===== config.mk =====
export PLATFORM = sky130hd
export DESIGN_NAME = reset_sequencer
export DESIGN_NICKNAME = d
export VERILOG_FILES = /design/src/rtl/reset_sequencer.sv
export SDC_FILE = /design/constraint.sdc
export NUM_CORES = 1
export LEC_CHECK = 0
export CORE_UTILIZATION = 30
export CTS_BUF_LIST = sky130_fd_sc_hd__clkbuf_8
export DETAILED_ROUTE_END_ITERATION = 10
export DONT_BUFFER_PORTS = 1
export GPL_TIMING_DRIVEN = 0
export PLACE_DENSITY = 0.45
export SLEW_MARGIN = 20
export SYNTH_ARGS = -nofsm -noshare
export SYNTH_HDL_FRONTEND = slang
export SYNTH_SLANG_ARGS = --single-unit

===== constraint.sdc =====
create_clock -name clk -period 1.8 [get_ports clk]
set_clock_uncertainty 0.2 [all_clocks]
set_input_delay 0.27 -clock clk [delete_from_list [all_inputs] [get_ports clk]]
set_output_delay 0.27 -clock clk [all_outputs]
set_load 0.01 [all_outputs]

===== src/rtl/reset_sequencer.sv =====
// reset_sequencer
//   Staged reset release for a PicoBlaze subsystem. It sits directly behind the
//   clock/reset controller: peripherals leave reset first, then the CPU. It also
//   provides a CPU-only watchdog reset and a software-requested full reset, and
//   it records the cause of the most recent reset.
//
// Ports
//   clk           in   system clock (buffered MMCM clock)
//   reset         in   synchronous active-high reset from the system controller
//   wdt_enable    in   watchdog enable, only looked at while running
//   wdt_kick      in   one-cycle watchdog restart strobe
//   sw_reset_req  in   one-cycle full-reset request
//   periph_reset  out  active-high peripheral reset
//   cpu_reset     out  active-high CPU reset
//   ready         out  high while the sequencer is running
//   reset_cause   out  00 system, 01 watchdog, 10 software
//
// Parameters
//   STAGE_DELAY  clock cycles spent in each reset stage (>= 1)
//   WDT_WIDTH    watchdog counter width
//   WDT_TIMEOUT  unkicked enabled cycles before expiry (>= 2, fits WDT_WIDTH)

module reset_sequencer #(
  parameter int unsigned STAGE_DELAY = 16,
  parameter int unsigned WDT_WIDTH   = 16,
  parameter int unsigned WDT_TIMEOUT = 16'hFFFF
) (
  input  logic       clk,
  input  logic       reset,
  input  logic       wdt_enable,
  input  logic       wdt_kick,
  input  logic       sw_reset_req,
  output logic       periph_reset,
  output logic       cpu_reset,
  output logic       ready,
  output logic [1:0] reset_cause
);

  localparam int unsigned CW = $clog2(STAGE_DELAY + 1);

  localparam logic [CW-1:0]        STAGE_LAST = CW'(STAGE_DELAY - 1);
  localparam logic [WDT_WIDTH-1:0] WDT_LAST   = WDT_WIDTH'(WDT_TIMEOUT - 1);

  localparam logic [1:0] CAUSE_SYSTEM   = 2'b00;
  localparam logic [1:0] CAUSE_WATCHDOG = 2'b01;
  localparam logic [1:0] CAUSE_SOFTWARE = 2'b10;

  typedef enum logic [1:0] {
    HOLD    = 2'd0,
    PERIPH  = 2'd1,
    RUN     = 2'd2,
    CPU_RST = 2'd3
  } state_t;

  state_t                 state;
  logic [CW-1:0]          stage_cnt;
  logic [WDT_WIDTH-1:0]   wdt_cnt;

  logic stage_done;
  logic wdt_expire;

  assign stage_done = (stage_cnt == STAGE_LAST);
  // A kick on the terminal-count cycle suppresses expiry.
  assign wdt_expire = wdt_enable && !wdt_kick && (wdt_cnt == WDT_LAST);

  always_ff @(posedge clk) begin
    if (reset) begin
      state        <= HOLD;
      stage_cnt    <= '0;
      wdt_cnt      <= '0;
      periph_reset <= 1'b1;
      cpu_reset    <= 1'b1;
      ready        <= 1'b0;
      reset_cause  <= CAUSE_SYSTEM;
    end else begin
      case (state)
        HOLD: begin
          if (stage_done) begin
            state        <= PERIPH;
            stage_cnt    <= '0;
            periph_reset <= 1'b0;
          end else begin
            stage_cnt <= stage_cnt + CW'(1);
          end
        end

        PERIPH: begin
          if (stage_done) begin
            state     <= RUN;
            stage_cnt <= '0;
            cpu_reset <= 1'b0;
            ready     <= 1'b1;
          end else begin
            stage_cnt <= stage_cnt + CW'(1);
          end
        end

        RUN: begin
          // Software request outranks a simultaneous watchdog expiry.
          if (sw_reset_req) begin
            state        <= HOLD;
            stage_cnt    <= '0;
            wdt_cnt      <= '0;
            periph_reset <= 1'b1;
            cpu_reset    <= 1'b1;
            ready        <= 1'b0;
            reset_cause  <= CAUSE_SOFTWARE;
          end else if (wdt_expire) begin
            state       <= CPU_RST;
            stage_cnt   <= '0;
            wdt_cnt     <= '0;
            cpu_reset   <= 1'b1;
            ready       <= 1'b0;
            reset_cause <= CAUSE_WATCHDOG;
          end else if (!wdt_enable || wdt_kick) begin
            wdt_cnt <= '0;
          end else begin
            wdt_cnt <= wdt_cnt + WDT_WIDTH'(1);
          end
        end

        CPU_RST: begin
          if (stage_done) begin
            state     <= RUN;
            stage_cnt <= '0;
            cpu_reset <= 1'b0;
            ready     <= 1'b1;
          end else begin
            stage_cnt <= stage_cnt + CW'(1);
          end
        end

        default: begin
          state        <= HOLD;
          stage_cnt    <= '0;
          wdt_cnt      <= '0;
          periph_reset <= 1'b1;
          cpu_reset    <= 1'b1;
          ready        <= 1'b0;
        end
      endcase
    end
  end

endmodule


==> results.sh <==
export IMPL_synth_lib_cells_used_distinct=48
export IMPL_critPathMaxStageDelay_ns=0.55
export IMPL_synth_avg_cell_area_um2=8.20
export IMPL_reg2reg_depth=8
export IMPL_dieWidth_um=73.1
export IMPL_final_critical_path_setup_slack_ns=-0.184
export IMPL_num_rows=25
export IMPL_register_area_um2=574
export IMPL_clockPowerShare_pct=34.0
export IMPL_timing_critical_path_to_type="flop"
export IMPL_timing_critical_path_fanout_max=7
export IMPL_timing_final_hold_violations=0
export IMPL_detailroute_via_count=1445
export IMPL_share_comb_of_total_power_pct=6.1
export IMPL_timing_critical_path_slowest_stage_cell="sky130_fd_sc_hd__or4b_4"
export IMPL_number_of_flops_mapped_to_enable_cells_by_yosys=0
export IMPL_hold_depth=3
export IMPL_average_detailed_routed_wire_length_per_instance_um=16.0
export IMPL_pin_count_of_the_biggest_net_entering_global_routing=15
export IMPL_finalSetupTns_ns=-2.82
export IMPL_peak_supply_drop_mv=0.251
export IMPL_power_density_nw_per_um2=522
export IMPL_place_gp_congestion=0.724
export IMPL_critical_path_reg2reg_startpoint="wdt_cnt[0]$_SDFFE_PP0P_"
export IMPL_area_growth_syn_to_layout_pct=32.5
export IMPL_drt_iter0_markers=116
export IMPL_tritoncts="done"
export IMPL_antenna_cells_inserted=0
export IMPL_hold_end="periph_reset$_SDFFE_PP1P_"
export IMPL_grt_first_pass_wirelength_um=6510
export IMPL_slew_headroom_pct=51.2
export IMPL_antenna_violations_before_repair=0
export IMPL_crit_start="wdt_cnt[0]$_SDFFE_PP0P_"
export IMPL_critPathLaunchType="flop"
export IMPL_run_status="complete, but fails checks"
export IMPL_multiInputGateArea_um2=1090
export IMPL_power_frac_seq_pct=59.9
export IMPL_cts_root_buffer="sky130_fd_sc_hd__clkbuf_8"
export IMPL_vias_in_the_first_global_route=1276
export IMPL_core_area_um2=4790
export IMPL_synth_warnings=0
export IMPL_synth_seq_area_share_pct=36.9
export IMPL_power_switching_mw=0.251
export IMPL_min_period_ns=1.98
export IMPL_fillers=506
export IMPL_worstPathArrival_ns=1.97
export IMPL_launch_point_of_the_worst_hold_path="sw_reset_req"
export IMPL_setup_viol=26
export IMPL_clkTransAtPathRegs_ns=0.10
export IMPL_synthArstFlopShare_pct=0
export IMPL_route_detailed_vias_per_inst=5.35
export IMPL_critical_path_required_ns=1.78
export IMPL_cp_cell_sequence="inv_4 > ha_4 > nand2_4 > or4b_4 > o21ai_4 > buf_12 > nor3_2 > a21o_1"
export IMPL_critPathKind="flop to flop"
export IMPL_port_buffers=0
export IMPL_worstHoldPathType="primary input to flop"
export IMPL_ys_seq_elements=28
export IMPL_drc=0
export IMPL_detail_route_wirelength_um=4320
export IMPL_report_power_total_mw=1.05
export IMPL_number_of_buffers_inserted_during_clock_tree_synthesis=3
export IMPL_slew_worst_pin_ns=0.729
export IMPL_fmaxAchievable_ghz=0.504
export IMPL_global_route_overflow_total=0
export IMPL_clock_sinks=28
export IMPL_cts_max_level=1
export IMPL_ant_nets=0
export IMPL_start_util_pct=31.7
export IMPL_synth_net_count=193
export IMPL_nets=213
export IMPL_period_share_pct=110
export IMPL_regToRegSetupSlack_ns=-0.18
export IMPL_rsz_0062_raised_after_global_routing="true"
export IMPL_io_pin_count=10
export IMPL_grtUsageTotal_pct=16.2
export IMPL_drv_max_cap_violation_count=0
export IMPL_sw_ratio_pct=23.9
export IMPL_power_report_internal_total_mw=0.799
export IMPL_ys_flop_type="sky130_fd_sc_hd__dfxtp_1"
export IMPL_clkLatencyLatePin_ns=0.28
export IMPL_violations_in_the_final_reports="setup timing"
export IMPL_die_area_um2=5350
export IMPL_slew_limit_fails=0
export IMPL_floorplan_die_height_um=73.1
export IMPL_post_synth_instance_area_um2=1520
export IMPL_dr_pass1_iters=4
export IMPL_drive_gt1_share_pct=33.0
export IMPL_syn_inst=185
export IMPL_power_leakage_nw=0.642
export IMPL_place_detailed_hpwl_um=2650
export IMPL_critical_path_reg2reg_endpoint="wdt_cnt[11]$_SDFFE_PP0P_"
export IMPL_cts_buffer_depth=2
==> cells by family (layout without fill, tap and decap cells) <==
group / Yosys count / in the layout / share of synthesized area, %
flip-flops: 28 / 28 / 36.9
AND/OR/NAND/NOR: 87 / 87 / 32.9
buffers and inverters: 16 / 33 / 4.62
AO/OA/AOI/OAI: 51 / 52 / 23.1
adder cells (fa/ha/maj): 3 / 3 / 2.47
==> worst max-delay path: cells and delay by family, from the launching register on <==
family | cells | cell delay (ns)
simple gates | 3 | 0.63
flops | 1 | 0.38
compound gates | 2 | 0.33
buf+inv | 2 | 0.21
fa+ha+maj | 1 | 0.13
==> power by group through the flow <==
stage               Clock [mW]  Sequential [mW]  Combinational (mW)
detailed placement           0            0.646              0.0476
global route             0.392            0.630              0.0689
CTS                      0.364            0.628              0.0559
global placement             0            0.645              0.0458
floorplan                    0            0.644              0.0358
finish                   0.356            0.629              0.0643
==> flip-flops by register name, indices dropped and copies added (netlist names) <==
register      cells
state             2
ready             1
stage_cnt         5
reset_cause       2
cpu_reset         1
periph_reset      1
wdt_cnt          16
==> repair_timing <==
item                       in CTS  in global routing
hold buffers                    2                  0
gates cloned                    1                  0
pin swaps                      27                 21
hold endpoints to repair        4                  0
buffers inserted                9                  4
setup endpoints to repair      20                 26
resized for setup              23                 25
==> metrics by stage <==
stage	hold slack, ns	setup WS [ns]	std cells	area (um2)	util, %
6_report	0.0490	-0.184	270	2010	42.0
5_1_grt	0.0694	-0.229	270	2010	42.0
4_1_cts	0.0398	-0.158	266	1840	38.5
3_5_place_dp	0.149	-0.209	252	1620	33.9
3_3_place_gp	0.150	-0.186	252	1620	33.9
2_1_floorplan	0.146	-0.0347	185	1540	-
==> cell usage in the layout (no fill, tap or decap), types with 3 or more instances in the layout <==
| master | count |
|---|---|
| sky130_fd_sc_hd__buf_6 | 4 |
| sky130_fd_sc_hd__a21oi_2 | 6 |
| sky130_fd_sc_hd__a21oi_4 | 3 |
| sky130_fd_sc_hd__a31oi_1 | 6 |
| sky130_fd_sc_hd__dfxtp_1 | 21 |
| sky130_fd_sc_hd__a21oi_1 | 11 |
| sky130_fd_sc_hd__nand3_2 | 7 |
| sky130_fd_sc_hd__nand3_1 | 8 |
| sky130_fd_sc_hd__o21ai_0 | 4 |
| sky130_fd_sc_hd__a21o_1 | 4 |
| sky130_fd_sc_hd__clkbuf_8 | 3 |
| sky130_fd_sc_hd__inv_1 | 8 |
| sky130_fd_sc_hd__buf_4 | 8 |
| sky130_fd_sc_hd__o21ai_1 | 3 |
| sky130_fd_sc_hd__nand4_1 | 3 |
| sky130_fd_sc_hd__dfxtp_2 | 5 |
| sky130_fd_sc_hd__nor3_1 | 4 |
| sky130_fd_sc_hd__clkbuf_1 | 3 |
| sky130_fd_sc_hd__nor2_1 | 9 |
| sky130_fd_sc_hd__and3_1 | 3 |
| sky130_fd_sc_hd__nand2_1 | 23 |
==> synthesized netlist by cell type, types with 2 or more instances <==
cell type	instances	area, um2
sky130_fd_sc_hd__nand3_1	17	85.1
sky130_fd_sc_hd__nand2_1	24	90.1
sky130_fd_sc_hd__nand2b_1	2	12.5
sky130_fd_sc_hd__nor3_1	6	30.0
sky130_fd_sc_hd__or3_1	3	18.8
sky130_fd_sc_hd__o31ai_1	2	15.0
sky130_fd_sc_hd__dfxtp_1	28	561
sky130_fd_sc_hd__buf_2	2	10.0
sky130_fd_sc_hd__inv_1	9	33.8
sky130_fd_sc_hd__and3_1	3	18.8
sky130_fd_sc_hd__nand4_1	3	18.8
sky130_fd_sc_hd__a21oi_1	17	85.1
sky130_fd_sc_hd__o21ai_0	7	35.0
sky130_fd_sc_hd__a31oi_1	6	37.5
sky130_fd_sc_hd__nor4_1	2	12.5
sky130_fd_sc_hd__clkbuf_1	4	15.0
sky130_fd_sc_hd__a21o_1	4	30.0
sky130_fd_sc_hd__or3b_1	2	17.5
sky130_fd_sc_hd__nand3b_1	2	15.0
sky130_fd_sc_hd__ha_1	3	37.5
sky130_fd_sc_hd__nor2_1	10	37.5
sky130_fd_sc_hd__o311ai_1	3	26.3
==> worst max path at each step <==
stage | end | slack [ns]
after global placement | wdt_cnt[13]$_SDFFE_PP0P_ | -0.19
after floorplan | wdt_cnt[11]$_SDFFE_PP0P_ | -0.03
final | wdt_cnt[11]$_SDFFE_PP0P_ | -0.18
after global routing | wdt_cnt[11]$_SDFFE_PP0P_ | -0.23
after detailed placement | wdt_cnt[11]$_SDFFE_PP0P_ | -0.21
after CTS | wdt_cnt[11]$_SDFFE_PP0P_ | -0.16
==> metal layers <==
layer,global-route usage (%),part of all wire [%],up-vias
met3,2.49,2.6,6
li1,-,-,718
met4,5.23,1.5,0
met1,22.3,49,692
met5,0,0,-
met2,25.9,47,29
==> area by class of cell <==
| class | instances | area share [%] |
|---|---|---|
| Multi-Input combinational cell | 142 | 54.1 |
| Inverter | 9 | 1.80 |
| Timing Repair Buffer | 15 | 7.65 |
| Tap cell | 67 | 4.17 |
| Buffer | 6 | 1.62 |
| Sequential cell | 28 | 28.6 |
| Clock buffer | 3 | 2.05 |
No activity file was read; power rests on OpenSTA's default activity.
